===== config.mk =====
export PLATFORM = sky130hd
export DESIGN_NAME = fwd_scoreboard
export DESIGN_NICKNAME = d
export VERILOG_FILES = /design/src/rtl/fwd_scoreboard.sv
export SDC_FILE = /design/constraint.sdc
export NUM_CORES = 1
export LEC_CHECK = 0
export CORE_MARGIN = 3
export CORE_UTILIZATION = 35
export CTS_CLUSTER_SIZE = 14
export DETAILED_ROUTE_END_ITERATION = 8
export GPL_ROUTABILITY_DRIVEN = 0
export PLACE_DENSITY = 0.7
export SLEW_MARGIN = 10
export SYNTH_ARGS = -nofsm -noshare
export SYNTH_HDL_FRONTEND = slang
export SYNTH_SLANG_ARGS = --single-unit
export TNS_END_PERCENT = 50

===== constraint.sdc =====
create_clock -name clk -period 3.7 [get_ports clk]
set_input_delay 0.74 -clock clk [delete_from_list [all_inputs] [get_ports clk]]
set_output_delay 0.74 -clock clk [all_outputs]
set_load 0.05 [all_outputs]

===== src/rtl/fwd_scoreboard.sv =====
`default_nettype none
// ============================================================================
// Module   : fwd_scoreboard
// Purpose  : Operand forwarding and hazard detection for the 5-stage pipeline.
//            Resolves NUM_SRC decode operands against EX/MEM/WB and a
//            long-latency completion port, tracks outstanding long-latency
//            destinations in a pending scoreboard, and raises one stall for
//            load-use, scoreboard and write-after-write hazards.
// Revision : 1.0  initial release
// ============================================================================
module fwd_scoreboard #(
  parameter int NUM_SRC  = 2,
  parameter int REG_BITS = 5,
  parameter int XLEN     = 32,
  parameter int MAX_OUT  = 4,
  parameter int CNT_BITS = 32
) (
  input  logic                            clk,
  input  logic                            rst,
  input  logic [NUM_SRC*REG_BITS-1:0]     src,
  input  logic                            ex_wr,
  input  logic                            ex_load,
  input  logic [REG_BITS-1:0]             ex_dest,
  input  logic [XLEN-1:0]                 ex_val,
  input  logic                            mem_wr,
  input  logic [REG_BITS-1:0]             mem_dest,
  input  logic [XLEN-1:0]                 mem_val,
  input  logic                            wb_wr,
  input  logic [REG_BITS-1:0]             wb_dest,
  input  logic [XLEN-1:0]                 wb_val,
  input  logic                            lu_issue,
  input  logic [REG_BITS-1:0]             lu_dest,
  input  logic                            lu_done,
  input  logic [REG_BITS-1:0]             lu_done_dest,
  input  logic [XLEN-1:0]                 lu_done_val,
  output logic [NUM_SRC*XLEN-1:0]         data,
  output logic [NUM_SRC-1:0]              depends,
  output logic                            stall,
  output logic                            lu_accept,
  output logic [$clog2(MAX_OUT+1)-1:0]    pending_cnt,
  output logic [CNT_BITS-1:0]             stall_cycles
);

  localparam int NREG = 1 << REG_BITS;
  localparam int CW   = $clog2(MAX_OUT + 1);

  // Architectural state
  logic [NREG-1:0]     pending_q, pending_d;
  logic [CW-1:0]       pending_cnt_q, pending_cnt_d;
  logic [CNT_BITS-1:0] stall_cycles_q, stall_cycles_d;

  // Per-slot intermediate results
  logic [REG_BITS-1:0] src_slot [NUM_SRC];
  logic [NUM_SRC-1:0]  slot_haz;

  // Issue-side hazard terms
  logic done_eff;
  logic done_same_dest;
  logic waw_haz;
  logic full_haz;
  logic issue_haz;
  logic do_set;

  // Unpack the source indices into one entry per slot
  always_comb begin
    for (int i = 0; i < NUM_SRC; i++) begin
      src_slot[i] = src[i*REG_BITS +: REG_BITS];
    end
  end

  // Per-slot forwarding priority: youngest producer first, then the
  // long-latency completion, then the scoreboard.
  always_comb begin
    data     = '0;
    depends  = '0;
    slot_haz = '0;
    for (int i = 0; i < NUM_SRC; i++) begin
      if (src_slot[i] == '0) begin
        // x0 reads as zero from the register file, never forwarded
      end else if (ex_load && ex_dest == src_slot[i]) begin
        depends[i]  = 1'b1;
        slot_haz[i] = 1'b1;
      end else if (ex_wr && ex_dest == src_slot[i]) begin
        depends[i]              = 1'b1;
        data[i*XLEN +: XLEN]    = ex_val;
      end else if (mem_wr && mem_dest == src_slot[i]) begin
        depends[i]              = 1'b1;
        data[i*XLEN +: XLEN]    = mem_val;
      end else if (wb_wr && wb_dest == src_slot[i]) begin
        depends[i]              = 1'b1;
        data[i*XLEN +: XLEN]    = wb_val;
      end else if (lu_done && lu_done_dest == src_slot[i]) begin
        // Completing result is bypassed even though the bit is still set
        depends[i]              = 1'b1;
        data[i*XLEN +: XLEN]    = lu_done_val;
      end else if (pending_q[src_slot[i]]) begin
        depends[i]  = 1'b1;
        slot_haz[i] = 1'b1;
      end
    end
  end

  // Issue admission: WAW against a live pending write, or a full scoreboard
  // that is not being relieved by a completion this cycle.
  always_comb begin
    // A completion only frees a slot if it retires a genuinely pending entry;
    // this keeps the count bounded by MAX_OUT.
    done_eff       = lu_done && (lu_done_dest != '0) && pending_q[lu_done_dest];
    done_same_dest = lu_done && (lu_done_dest == lu_dest);
    waw_haz        = lu_issue && (lu_dest != '0) && pending_q[lu_dest] && !done_same_dest;
    full_haz       = lu_issue && (pending_cnt_q == CW'(MAX_OUT)) && !done_eff;
    issue_haz      = waw_haz || full_haz;
    stall          = (|slot_haz) || issue_haz;
    lu_accept      = lu_issue && !stall;
    do_set         = lu_accept && (lu_dest != '0);
  end

  // Next-state for the scoreboard and the saturating stall counter
  always_comb begin
    pending_d      = pending_q;
    pending_cnt_d  = pending_cnt_q;
    stall_cycles_d = stall_cycles_q;
    if (done_eff) begin
      pending_d[lu_done_dest] = 1'b0;
    end
    if (do_set) begin
      pending_d[lu_dest] = 1'b1;
    end
    if (do_set && !done_eff) begin
      pending_cnt_d = pending_cnt_q + CW'(1);
    end else if (!do_set && done_eff) begin
      pending_cnt_d = pending_cnt_q - CW'(1);
    end
    if (stall && (stall_cycles_q != '1)) begin
      stall_cycles_d = stall_cycles_q + CNT_BITS'(1);
    end
  end

  // State registers with synchronous reset
  always_ff @(posedge clk) begin
    if (rst) begin
      pending_q      <= '0;
      pending_cnt_q  <= '0;
      stall_cycles_q <= '0;
    end else begin
      pending_q      <= pending_d;
      pending_cnt_q  <= pending_cnt_d;
      stall_cycles_q <= stall_cycles_d;
    end
  end

  assign pending_cnt  = pending_cnt_q;
  assign stall_cycles = stall_cycles_q;

endmodule
`default_nettype wire


==> flow_summary_export.csv <==
group,metric,value,unit
synthesis,synth.avg_cell_area,7.14,sq um
timing,timing.final.crit_share,100,%
synthesis,synth_area,7060,sq um
layout,final_util,60.5,%
power,ir_drop,246,uV
placed_design,portBuffers,273,
setup_path,crit_path_frequent_cell,"buf_6",
clock_network,cts.path.max_buffers,2,
timing,drv_slew,0,
timing,max_freq,270,MHz
layout,final_nets,1509,
drt,drc,0,
setup_path,worstSetupPathType,"input pin to primary output",
power,cellPowerDensity,222,nW/um^2
placed_design,place_ws,-532,ps
clock_network,cts.sinks,67,
setup_path,arrival,2960,ps
setup_path,path_buf_inv,5,
floorplan,die_w,148,microns
synthesis,ys.flop_type,"dfxtp_1",
clock_network,numCtsBuffers,9,
setup_path,critical_path.top_delay_family,"simple AND/OR/NAND/NOR gates",
setup_path,endpoint_kind,"primary output",
worst_hold_path,hp-class,"register to register",
drt,ant_nets,0,
global_routing,gr-usage-all-layers,28.0,%
global_routing,grt_antenna_before_repair,0,
global_routing,grt_max_degree,65,
drt,via_per_inst,5.98,
timing,setup-tns-final,0,ps
timing,worstMarginPinSlew,961,ps
placed_design,dpl.hpwl,23400,microns
timing,setup_viol,0,
global_routing,grt.overflow.total,0,
drt,first_iter_violations,848,
synthesis,synth_cell_type_count,57,
timing,relSlewSlack,35.9,%
synthesis,yosysSeqAreaShare,19.0,%
flow_run,max-cap-violations,0,
setup_path,path_cells,"clkdlybuf4s15_1 > xor2_1 > nor4_2 > and3_4 > buf_4 > buf_6 > buf_12 > a221oi_1 > nor3_1 > a21oi_1 > nor2_1 > buf_6",
layout,final_common_cell,"clkdlybuf4s50_1",
global_routing,use_met3,8.65,%
synthesis,synth_edf_count,0,
floorplan,rows,51,
layout,area_delta_synth_final,68.3,%
timing,finalCriticalPeriod,3700,ps
floorplan,ios,274,
clock_network,cts_tree,"done",
setup_path,slowest_stage,"nor4_2",
drt,avgRoutedWirePerCell,20.7,microns
setup_path,cpPeakStageDelay,300,ps
setup_path,cp-start-kind,"input pin",
timing,grt_setup_unrepaired,"yes",
synthesis,syn_inst,989,
synthesis,yosysWarnings,0,
power,p_leak,0.00467,uW
synthesis,ys_seq_elements,67,
synthesis,synthesis.nets,1163,
power,power,2640,uW
global_routing,grt_pass1_vias,9184,
timing,fin_ws,0.556,ps
clock_network,clk_latency,330,ps
floorplan,die_h,148,microns
floorplan,die_area,21900,sq um
global_routing,grt_pass1_wl,50200,microns
layout,final_cell_mix,"clkdlybuf4s50_1, buf_4, nor2_1",
setup_path,cp.required,2960,ps
clock_network,htree_levels,3,
clock_network,cts-root-buf,"clkbuf_16",
drt,vias,9573,
floorplan,core-area,19700,sq um
floorplan,initial_core_util,35.9,%
global_routing,grtUsageMet1,37.5,%
layout,final_layout_size_suffix_gt1_share,28.3,%
clock_network,path_clk_slew,50,ps
run_status,outcome,"completed",
drt,firstDrtPassIters,6,
timing,hold_viol_final,0,
setup_path,crit_fanout,13,
global_routing,grtUsageMet2,44.3,%
synthesis,synthArstFlopShare,0,%
layout,antennaDiodeCount,0,
drt,wl,33100,microns
timing,clock_skew,7.77,ps
global_routing,top_usage_layer,"met2",
worst min-delay path: cells and delay by family, from the launching register on:
kind           cells  cell delay [ps]
flip-flops         1              330
AO/OA/AOI/OAI      2              120
area by class of cell:
class / count / area (sq um)
clock inverter: 1 / 5.00
inverter: 12 / 47.5
sequential: 67 / 1340
timing repair buffer: 428 / 4150
clock buffer: 11 / 233
tap: 265 / 332
fill: 1776 / 7770
multi-input combinational: 817 / 5770
per-layer routing:
| metal | up-vias | wire [microns] |
|---|---|---|
| met5 | - | 0 |
| met1 | 4484 | 13400 |
| met3 | 76 | 3570 |
| met4 | 0 | 815 |
| met2 | 617 | 15300 |
| li1 | 4396 | - |
per-stage QoR:
| stage | hold slack, ps | cells | instance area [sq um] |
|---|---|---|---|
| finish | 498 | 1601 | 11900 |
| global route | 515 | 1601 | 11900 |
| CTS | 494 | 1594 | 11600 |
| detailed placement | 487 | 1558 | 10800 |
| global placement | 479 | 1558 | 10800 |
| floorplan | 481 | 989 | 7180 |
state kept, by name, indices dropped and copies added (netlist names):
register,flops
pending_cnt,3
pending_q,32
stall_cycles,32
final timing paths:
path,startpoint,end,slack (ps),depth (start not counted)
min,stall_cycles[26],stall_cycles[26],500,2
max,wb_dest[4],data[11],0.6,12
max reg2reg,pending_q[15],pending_cnt[2],380,13
min reg2reg,stall_cycles[26],stall_cycles[26],500,2
cells by family (layout without fill, tap and decap cells):
| family | after synthesis | in the layout | share of synthesized area [%] |
|---|---|---|---|
| buffers and inverters | 105 | 452 | 6.72 |
| XOR/XNOR | 47 | 47 | 5.83 |
| flip-flops | 67 | 67 | 19.0 |
| AND/OR/NAND/NOR | 443 | 443 | 31.5 |
| adder cells (fa/ha/maj) | 3 | 3 | 0.638 |
| AO/OA/AOI/OAI | 264 | 264 | 24.5 |
| multiplexers | 60 | 60 | 11.9 |
repair_timing:
item | 4_1_cts | 5_1_grt
pin swaps | 43 | 38
hold buffers | 0 | 0
gates cloned | 2 | 1
resized for setup | 125 | 79
buffers inserted | 24 | 12
endpoints found under the setup margin | 69 | 67
power breakdown:
part           internal, uW  switching, uW  total (uW)  leakage (uW)
logic                   526            622        1150       0.00401
clock network           437            293         729      0.000117
registers               737           21.4         758      0.000541
total                  1700            936        2640       0.00467
cells in the mapped netlist, types with 24 or more instances:
cell type  instances  area [sq um]
o21ai_0           52           260
nand3_1           27           135
nor2_1           156           586
clkbuf_1          60           225
dfxtp_1           67          1340
nor2b_1           35           219
o31ai_1           24           180
nor3_1            75           375
a221oi_1          64           561
mux2i_1           36           360
nand2_1           43           161
a21oi_1           97           485
xnor2_1           25           219
(Power assumes the default switching activity.)
